$ cat src/rtl/bram_arbiter.sv
// Two-port (A/B) arbiter that serializes requests onto a single BRAM with registered outputs.
// Build option: define BRAM_ARB_FIXED_PRIO_EN for fixed priority (A wins ties); default is round-robin.
module bram_arbiter #(
    parameter int ADDR_W = 4,
    parameter int DATA_W = 8
) (
    input  logic              i_Clk,
    input  logic              i_Rst,
    input  logic              i_Req_A,
    input  logic              i_Req_B,
    input  logic              i_We_A,
    input  logic              i_We_B,
    input  logic [ADDR_W-1:0] i_Addr_A,
    input  logic [ADDR_W-1:0] i_Addr_B,
    input  logic [DATA_W-1:0] i_Wdata_A,
    input  logic [DATA_W-1:0] i_Wdata_B,
    output logic              o_Ack_A,
    output logic              o_Ack_B,
    output logic              o_Rvalid_A,
    output logic              o_Rvalid_B,
    output logic [DATA_W-1:0] o_Rdata_A,
    output logic [DATA_W-1:0] o_Rdata_B,
    output logic              o_Wr_En,
    output logic              o_Rd_En,
    output logic [ADDR_W-1:0] o_W_Addr,
    output logic [ADDR_W-1:0] o_R_Addr,
    output logic [DATA_W-1:0] o_Wr_Data,
    input  logic [DATA_W-1:0] i_Rd_Data,
    output logic              o_Busy
);

    typedef enum logic [1:0] {
        IDLE   = 2'd0,
        ISSUE  = 2'd1,
        RDWAIT = 2'd2
    } state_t;

    state_t            state_q;
    logic              win_b_q;
    logic              we_q;
    logic              ack_a_q, ack_b_q;
    logic              rvalid_a_q, rvalid_b_q;
    logic [DATA_W-1:0] rdata_a_q, rdata_b_q;
    logic              wr_en_q, rd_en_q;
    logic [ADDR_W-1:0] w_addr_q, r_addr_q;
    logic [DATA_W-1:0] wr_data_q;
    logic              busy_q;
    logic              grant_b_d;
    logic              sel_we_d;
    logic [ADDR_W-1:0] sel_addr_d;
    logic [DATA_W-1:0] sel_wdata_d;

`ifdef BRAM_ARB_FIXED_PRIO_EN
    assign grant_b_d = i_Req_B && !i_Req_A;
`else
    // last_b_q is set when B was granted last; a tie then goes to A.
    logic last_b_q;
    assign grant_b_d = i_Req_B && (!i_Req_A || !last_b_q);

    always_ff @(posedge i_Clk or posedge i_Rst) begin
        if (i_Rst) begin
            last_b_q <= 1'b1;
        end else if (state_q == IDLE && (i_Req_A || i_Req_B)) begin
            last_b_q <= grant_b_d;
        end
    end
`endif

    assign sel_we_d    = grant_b_d ? i_We_B    : i_We_A;
    assign sel_addr_d  = grant_b_d ? i_Addr_B  : i_Addr_A;
    assign sel_wdata_d = grant_b_d ? i_Wdata_B : i_Wdata_A;

    // Ack and enables are set on the edge that enters ISSUE so they are high exactly for the ISSUE cycle.
    always_ff @(posedge i_Clk or posedge i_Rst) begin
        if (i_Rst) begin
            state_q    <= IDLE;
            win_b_q    <= 1'b0;
            we_q       <= 1'b0;
            ack_a_q    <= 1'b0;
            ack_b_q    <= 1'b0;
            rvalid_a_q <= 1'b0;
            rvalid_b_q <= 1'b0;
            rdata_a_q  <= '0;
            rdata_b_q  <= '0;
            wr_en_q    <= 1'b0;
            rd_en_q    <= 1'b0;
            w_addr_q   <= '0;
            r_addr_q   <= '0;
            wr_data_q  <= '0;
            busy_q     <= 1'b0;
        end else begin
            ack_a_q    <= 1'b0;
            ack_b_q    <= 1'b0;
            rvalid_a_q <= 1'b0;
            rvalid_b_q <= 1'b0;
            wr_en_q    <= 1'b0;
            rd_en_q    <= 1'b0;
            case (state_q)
                IDLE: begin
                    if (i_Req_A || i_Req_B) begin
                        state_q <= ISSUE;
                        busy_q  <= 1'b1;
                        win_b_q <= grant_b_d;
                        we_q    <= sel_we_d;
                        ack_a_q <= !grant_b_d;
                        ack_b_q <= grant_b_d;
                        if (sel_we_d) begin
                            wr_en_q   <= 1'b1;
                            w_addr_q  <= sel_addr_d;
                            wr_data_q <= sel_wdata_d;
                        end else begin
                            rd_en_q  <= 1'b1;
                            r_addr_q <= sel_addr_d;
                        end
                    end
                end
                ISSUE: begin
                    if (we_q) begin
                        state_q <= IDLE;
                        busy_q  <= 1'b0;
                    end else begin
                        state_q <= RDWAIT;
                    end
                end
                RDWAIT: begin
                    state_q <= IDLE;
                    busy_q  <= 1'b0;
                    if (win_b_q) begin
                        rdata_b_q  <= i_Rd_Data;
                        rvalid_b_q <= 1'b1;
                    end else begin
                        rdata_a_q  <= i_Rd_Data;
                        rvalid_a_q <= 1'b1;
                    end
                end
                default: begin
                    state_q <= IDLE;
                    busy_q  <= 1'b0;
                end
            endcase
        end
    end

    assign o_Ack_A    = ack_a_q;
    assign o_Ack_B    = ack_b_q;
    assign o_Rvalid_A = rvalid_a_q;
    assign o_Rvalid_B = rvalid_b_q;
    assign o_Rdata_A  = rdata_a_q;
    assign o_Rdata_B  = rdata_b_q;
    assign o_Wr_En    = wr_en_q;
    assign o_Rd_En    = rd_en_q;
    assign o_W_Addr   = w_addr_q;
    assign o_R_Addr   = r_addr_q;
    assign o_Wr_Data  = wr_data_q;
    assign o_Busy     = busy_q;

endmodule

$ cat config.mk
export PLATFORM = sky130hd
export DESIGN_NAME = bram_arbiter
export DESIGN_NICKNAME = d
export VERILOG_FILES = /design/src/rtl/bram_arbiter.sv
export SDC_FILE = /design/constraint.sdc
export NUM_CORES = 1
export LEC_CHECK = 0
export BUFFER_PORTS_ARGS = -buffer_cell sky130_fd_sc_hd__buf_4
export CELL_PAD_IN_SITES_DETAIL_PLACEMENT = 1
export CELL_PAD_IN_SITES_GLOBAL_PLACEMENT = 1
export CORE_MARGIN = 3
export CORE_UTILIZATION = 38
export CTS_BUF_LIST = sky130_fd_sc_hd__clkbuf_4 sky130_fd_sc_hd__clkbuf_8 sky130_fd_sc_hd__clkbuf_16
export CTS_CLUSTER_SIZE = 20
export DETAILED_ROUTE_END_ITERATION = 10
export PLACE_DENSITY = 0.95
export SYNTH_ARGS = -nofsm -noshare
export SYNTH_HDL_FRONTEND = slang
export SYNTH_SLANG_ARGS = --single-unit
$ cat constraint.sdc
create_clock -name i_Clk -period 3.4 [get_ports i_Clk]
set_input_delay 0.51 -clock i_Clk [delete_from_list [all_inputs] [get_ports i_Clk]]
set_output_delay 0.51 -clock i_Clk [all_outputs]
set_load 0.01 [all_outputs]
Word-level counts from Yosys, hierarchy flattened
Cells that the tools add are included.
Storage, ports and cells
  register bits after elaboration: 44
  logic and storage cells: 59
Operators by class
  eq/ne operators: 4
  reduce and logical (&&, ||, !) cells: 14
  multiplexer cells: 23
  bitwise operators: 2
Operator list (number)
  $mux 1: 17
  $mux 8: 1
  $reduce_and 2->1: 4
  $reduce_and 3->1: 2
  $mux 2: 2
  $mux 4: 1
  $pmux 2 s2: 1
  $logic_not 1->1: 3
  $eq 2x1->1 const B: 1
  $eq 2x2->1 const B: 1
  $logic_and 1x1->1: 2
  $logic_not 2->1: 1
  $logic_or 1x1->1: 2
  $ne 2x1->1 const B: 1
  $ne 2x2->1 const B: 1
  $not 1->1: 2
  $pmux 1 s2: 1

Logic depth before layout (Yosys ltp)
  depth in word-level cells: 7
  mapped depth: 6
  depth with buffers taken out: 5

Worst setup path before layout
No wires, ideal clock.
  path kind: input to register
  start point: in i_Req_B
  end point: reg w_addr_q[0] (netlist: o_W_Addr[0])
  slack: 1.978 ns
  stages on the path: 6
  required time: 3.277 ns
  arrival: 1.299 ns
  library setup time: 0.123 ns
  cells stage by stage: a21boi_2 -> buf_6 -> and2_4 -> o21ai_4 -> buf_6 -> a21oi_1
Between the ends
  cells in the longest elaborated chain, start to end: 3
Ends and longest elaborated chain
  from (decl): RTL line 10  | input logic i_Req_B,
  $logic_and 1x1->1: RTL line 58  | assign grant_b_d = i_Req_B && (!i_Req_A || !last_b_q);
  $mux 1: RTL line 69  | assign sel_we_d = grant_b_d ? i_We_B : i_We_A;
  $reduce_and 3->1 (no line)
  to (signal assigned): RTL line 109  | w_addr_q <= sel_addr_d;
  to (decl): RTL line 45  | logic [ADDR_W-1:0] w_addr_q, r_addr_q;
Several ways; a longest one is shown, not always the timed one.
A chain may end at the register's enable or synchronous reset.

Worst setup path in the final report
  start point: reg state_q[0]
  end point: reg wr_data_q[5] (netlist: o_Wr_Data[5])
Between the ends
  cells in the longest elaborated chain, start to end: 2
Ends and longest elaborated chain
  from (decl): RTL line 38  | state_t state_q;
  from (signal assigned): RTL line 76  | state_q <= IDLE;
  from (signal assigned): RTL line 101  | state_q <= ISSUE;
  from (signal assigned): RTL line 119  | state_q <= IDLE;
  $logic_not 2->1: RTL line 98  | case (state_q)
  $reduce_and 3->1 (no line)
  to (signal assigned): RTL line 110  | wr_data_q <= sel_wdata_d;
  to (decl): RTL line 46  | logic [DATA_W-1:0] wr_data_q;
No other way between the ends.

==> results by group <==
Routing
  – # DRC: 0
  – 1st-iter DRT viols: 54
  – Wirelength per Cell: 16.60 µm
  – Vias/cell: 5.065
  – Via total after detailed routing: 1474
  – Drt total wl: 4.832 mm
  – Routed Antenna Nets: 0
  – TritonRoute pass-1 iters: 4

Place
  – Placer congestion estimate: approximately 0.73
  – Detailed placer's ending HPWL: 3.701 mm
  – Number of port buffers: 76
  – Placed cell area: 2410 µm²

GRT
  – Largest net degree at the start of global routing: 45
  – Most used routing layer: met2
  – Total grt overflow: 0
  – First-pass GRT wire length: 7.707 mm
  – Met3 Resource Use GR: 5.340%
  – Initial antenna violation count: 0
  – Total GRT Usage: 18.54%
  – Met2 usage: 31.71%
  – Met1 GRT Util: 22.45%
  – Vias in the first global route: 1607

Clocking
  – Clk slew on worst S/H paths: 0.08 ns
  – Clock sinks: 44
  – Hold Buf Count CTS: 0
  – Clk root buf: clkbuf_8
  – Worst-Skew Late Latency: 0.29 ns
  – CTS tree: built
  – Inserted Clock Buffers: 5
  – H-tree depth: 2
  – Post-CTS Setup Inserts: 0
  – CTS max path bufs: 2
  – Post_cts resized: 0

Logic synthesis
  – Yosys warns: 0
  – Synth Net Count: 196
  – Fraction of registers with async set/reset: 100.0%
  – Seq/Total Area, Yosys: about 61%
  – Syn_area_per_cell: 11.36 µm²
  – Synth cell types: 31
  – Post-synthesis cell area: ~1800 µm²
  – #FFs+latches synth: between 40 and 50
  – EDFF count, synth: 0
  – Synth Flop Type: dfrtp_1
  – Post-Syn Instances: 158

Timing
  – Setup violators final: 0
  – Max-Slew Margin vs Limit: 61.16%
  – RSZ-0062 raised after global routing: false
  – Setup TNS: 0 ns
  – Crit share post-route: 52.57%
  – Fmax achieved: roughly 560 MHz
  – Hold Fails Final Rpt: 0
  – Least-Margin Pin Slew: 0.5808 ns
  – Clk_skew: 0.004791 ns
  – Min Tclk post-route: 1.787 ns
  – Final Slew Violations: 0

Die
  – Starting Density: 40.40%
  – Die width: 74.74 µm
  – # rows: 24
  – Core area: 4444 µm²
  – Die area: 5586 µm²
  – Die Height: 74.74 µm
  – IO Pins: a little under 80

Cells and area
  – Register area: 1102 µm²
  – Final net count: 276
  – Multi-input gate area: 588.1 µm²
  – Commonest non-fill, non-tap cell in the layout: buf_4
  – Design Area, Final: about 2500 µm²
  – FILL cells: 502
  – Area Overhead vs Synth: 39.65%
  – Commonest non-fill, non-tap cells in the layout: buf_4, dfrtp_1, nand2_1
  – ANT cells: 0
  – Post-layout util: 56.42%
  – Fraction of layout cells with a size suffix above 1: 43.51%

Power
  – Leak: 0.001293 µW
  – PD cells: 883.2 nW/µm²
  – Worst vdd ir: 0.3171 mV

Min path
  – Class of the worst hold path: in2async

Critical path
  – Critical Path AT: 1.95 ns
  – CP max-delay cell: nand4_1
  – CP delay by family, top: simple AND/OR/NAND/NOR gates
  – CP Class: reg2reg
  – Startpoint class of the critical path: flop
  – CP endpoint kind: flop
  – Crit-path cells: nor2_4, nand4_1, o22ai_1, a21oi_1
  – Critical Path RT: 3.56 ns
  – CP bufs+invs: 0
  – Worst Path Max Fanout: 12
  – Largest stage delay on the critical path: 0.49 ns

Job
  – Max Cap Viol: 0

Status
  – Status: complete, no violations
-- layer usage --
| metal | vias up | routed length (µm) |
|---|---|---|
| met4 | 0 | 70 |
| li1 | 700 | - |
| met3 | 5 | 252 |
| met5 | - | 0 |
| met1 | 726 | 2047 |
| met2 | 43 | 2462 |
-- worst paths after layout --
check	from	end	slack [ns]	cells past startpoint
max	state_q[0]	o_Wr_Data[5]	1.61	4
min	i_Rst	o_Wr_Data[2]	0.35	3
max reg2reg	state_q[0]	o_Wr_Data[5]	1.61	4
min reg2reg	o_Rdata_B[1]	o_Rdata_B[1]	0.48	2
max in group asynchronous	i_Rst	last_b_q	2.67	3
min in group i_Clk	i_Req_A	last_b_q	0.42	2
-- kinds of logic (layout without fill, tap and decap cells) --
| kind of cell | Yosys count | after routing | synth area share (%) |
|---|---|---|---|
| AOI/OAI and AO/OA | 41 | 41 | 14.91 |
| muxes | 8 | 8 | 5.018 |
| DFF | 44 | 44 | 61.39 |
| and+or+nand+nor | 42 | 42 | 12.82 |
| buffers and inverters | 23 | 104 | 5.853 |
-- worst register-to-register path: cells and delay by family (launching register included) --
family	cells	cell delay, ns
AOI/OAI and AO/OA	2	0.47
DFF	1	0.44
and+or+nand+nor	2	0.76
-- state kept, by name (all words and copies together) (netlist names) --
signal      cells
o_Rdata_A       8
o_Rdata_B       8
o_Wr_Data       8
o_R_Addr        4
o_W_Addr        4
state_q         2
last_b_q        1
o_Ack_A         1
o_Ack_B         1
o_Busy          1
o_Rd_En         1
o_Rvalid_A      1
o_Rvalid_B      1
o_Wr_En         1
we_q            1
win_b_q         1
-- synth_stat cells (2+ instances only) --
master	count	area, µm²
buf_2	2	10.01
o2bb2ai_1	4	35.03
buf_6	2	22.52
mux2_2	8	90.09
dfrtp_1	43	1076
o22ai_1	12	75.07
a21oi_1	17	85.08
nand2_1	26	97.59
nor3b_1	6	45.04
inv_1	16	60.06
nand4_1	2	12.51
-- layout make-up --
| class | count | area share, % |
|---|---|---|
| Sequential cell | 44 | 43.96 |
| Timing Repair Buffer | 78 | 23.35 |
| Inverter | 18 | 2.745 |
| Clock buffer | 8 | 3.892 |
| Multi-Input combinational cell | 91 | 23.45 |
| Tap cell | 52 | 2.595 |
-- where the power goes --
part           internal [µW]  total, µW  switching, µW
clock                    182        346            164
combinational            479        951            471
sequential               772        918            146
total                   1430       2210            781
-- per-stage QoR --
step           power (µW)  setup slack (ns)  hold WS, ns  cells
2_1_floorplan        1389             1.861       0.4198    158
3_3_place_gp         1821             1.581       0.4530    283
3_5_place_dp         1891             1.471       0.4548    283
4_1_cts              2244             1.621       0.3654    291
5_1_grt              2381             1.490       0.3826    291
6_report             2214             1.613       0.3531    291
Note: power is estimated with default switching activity, not from simulation.
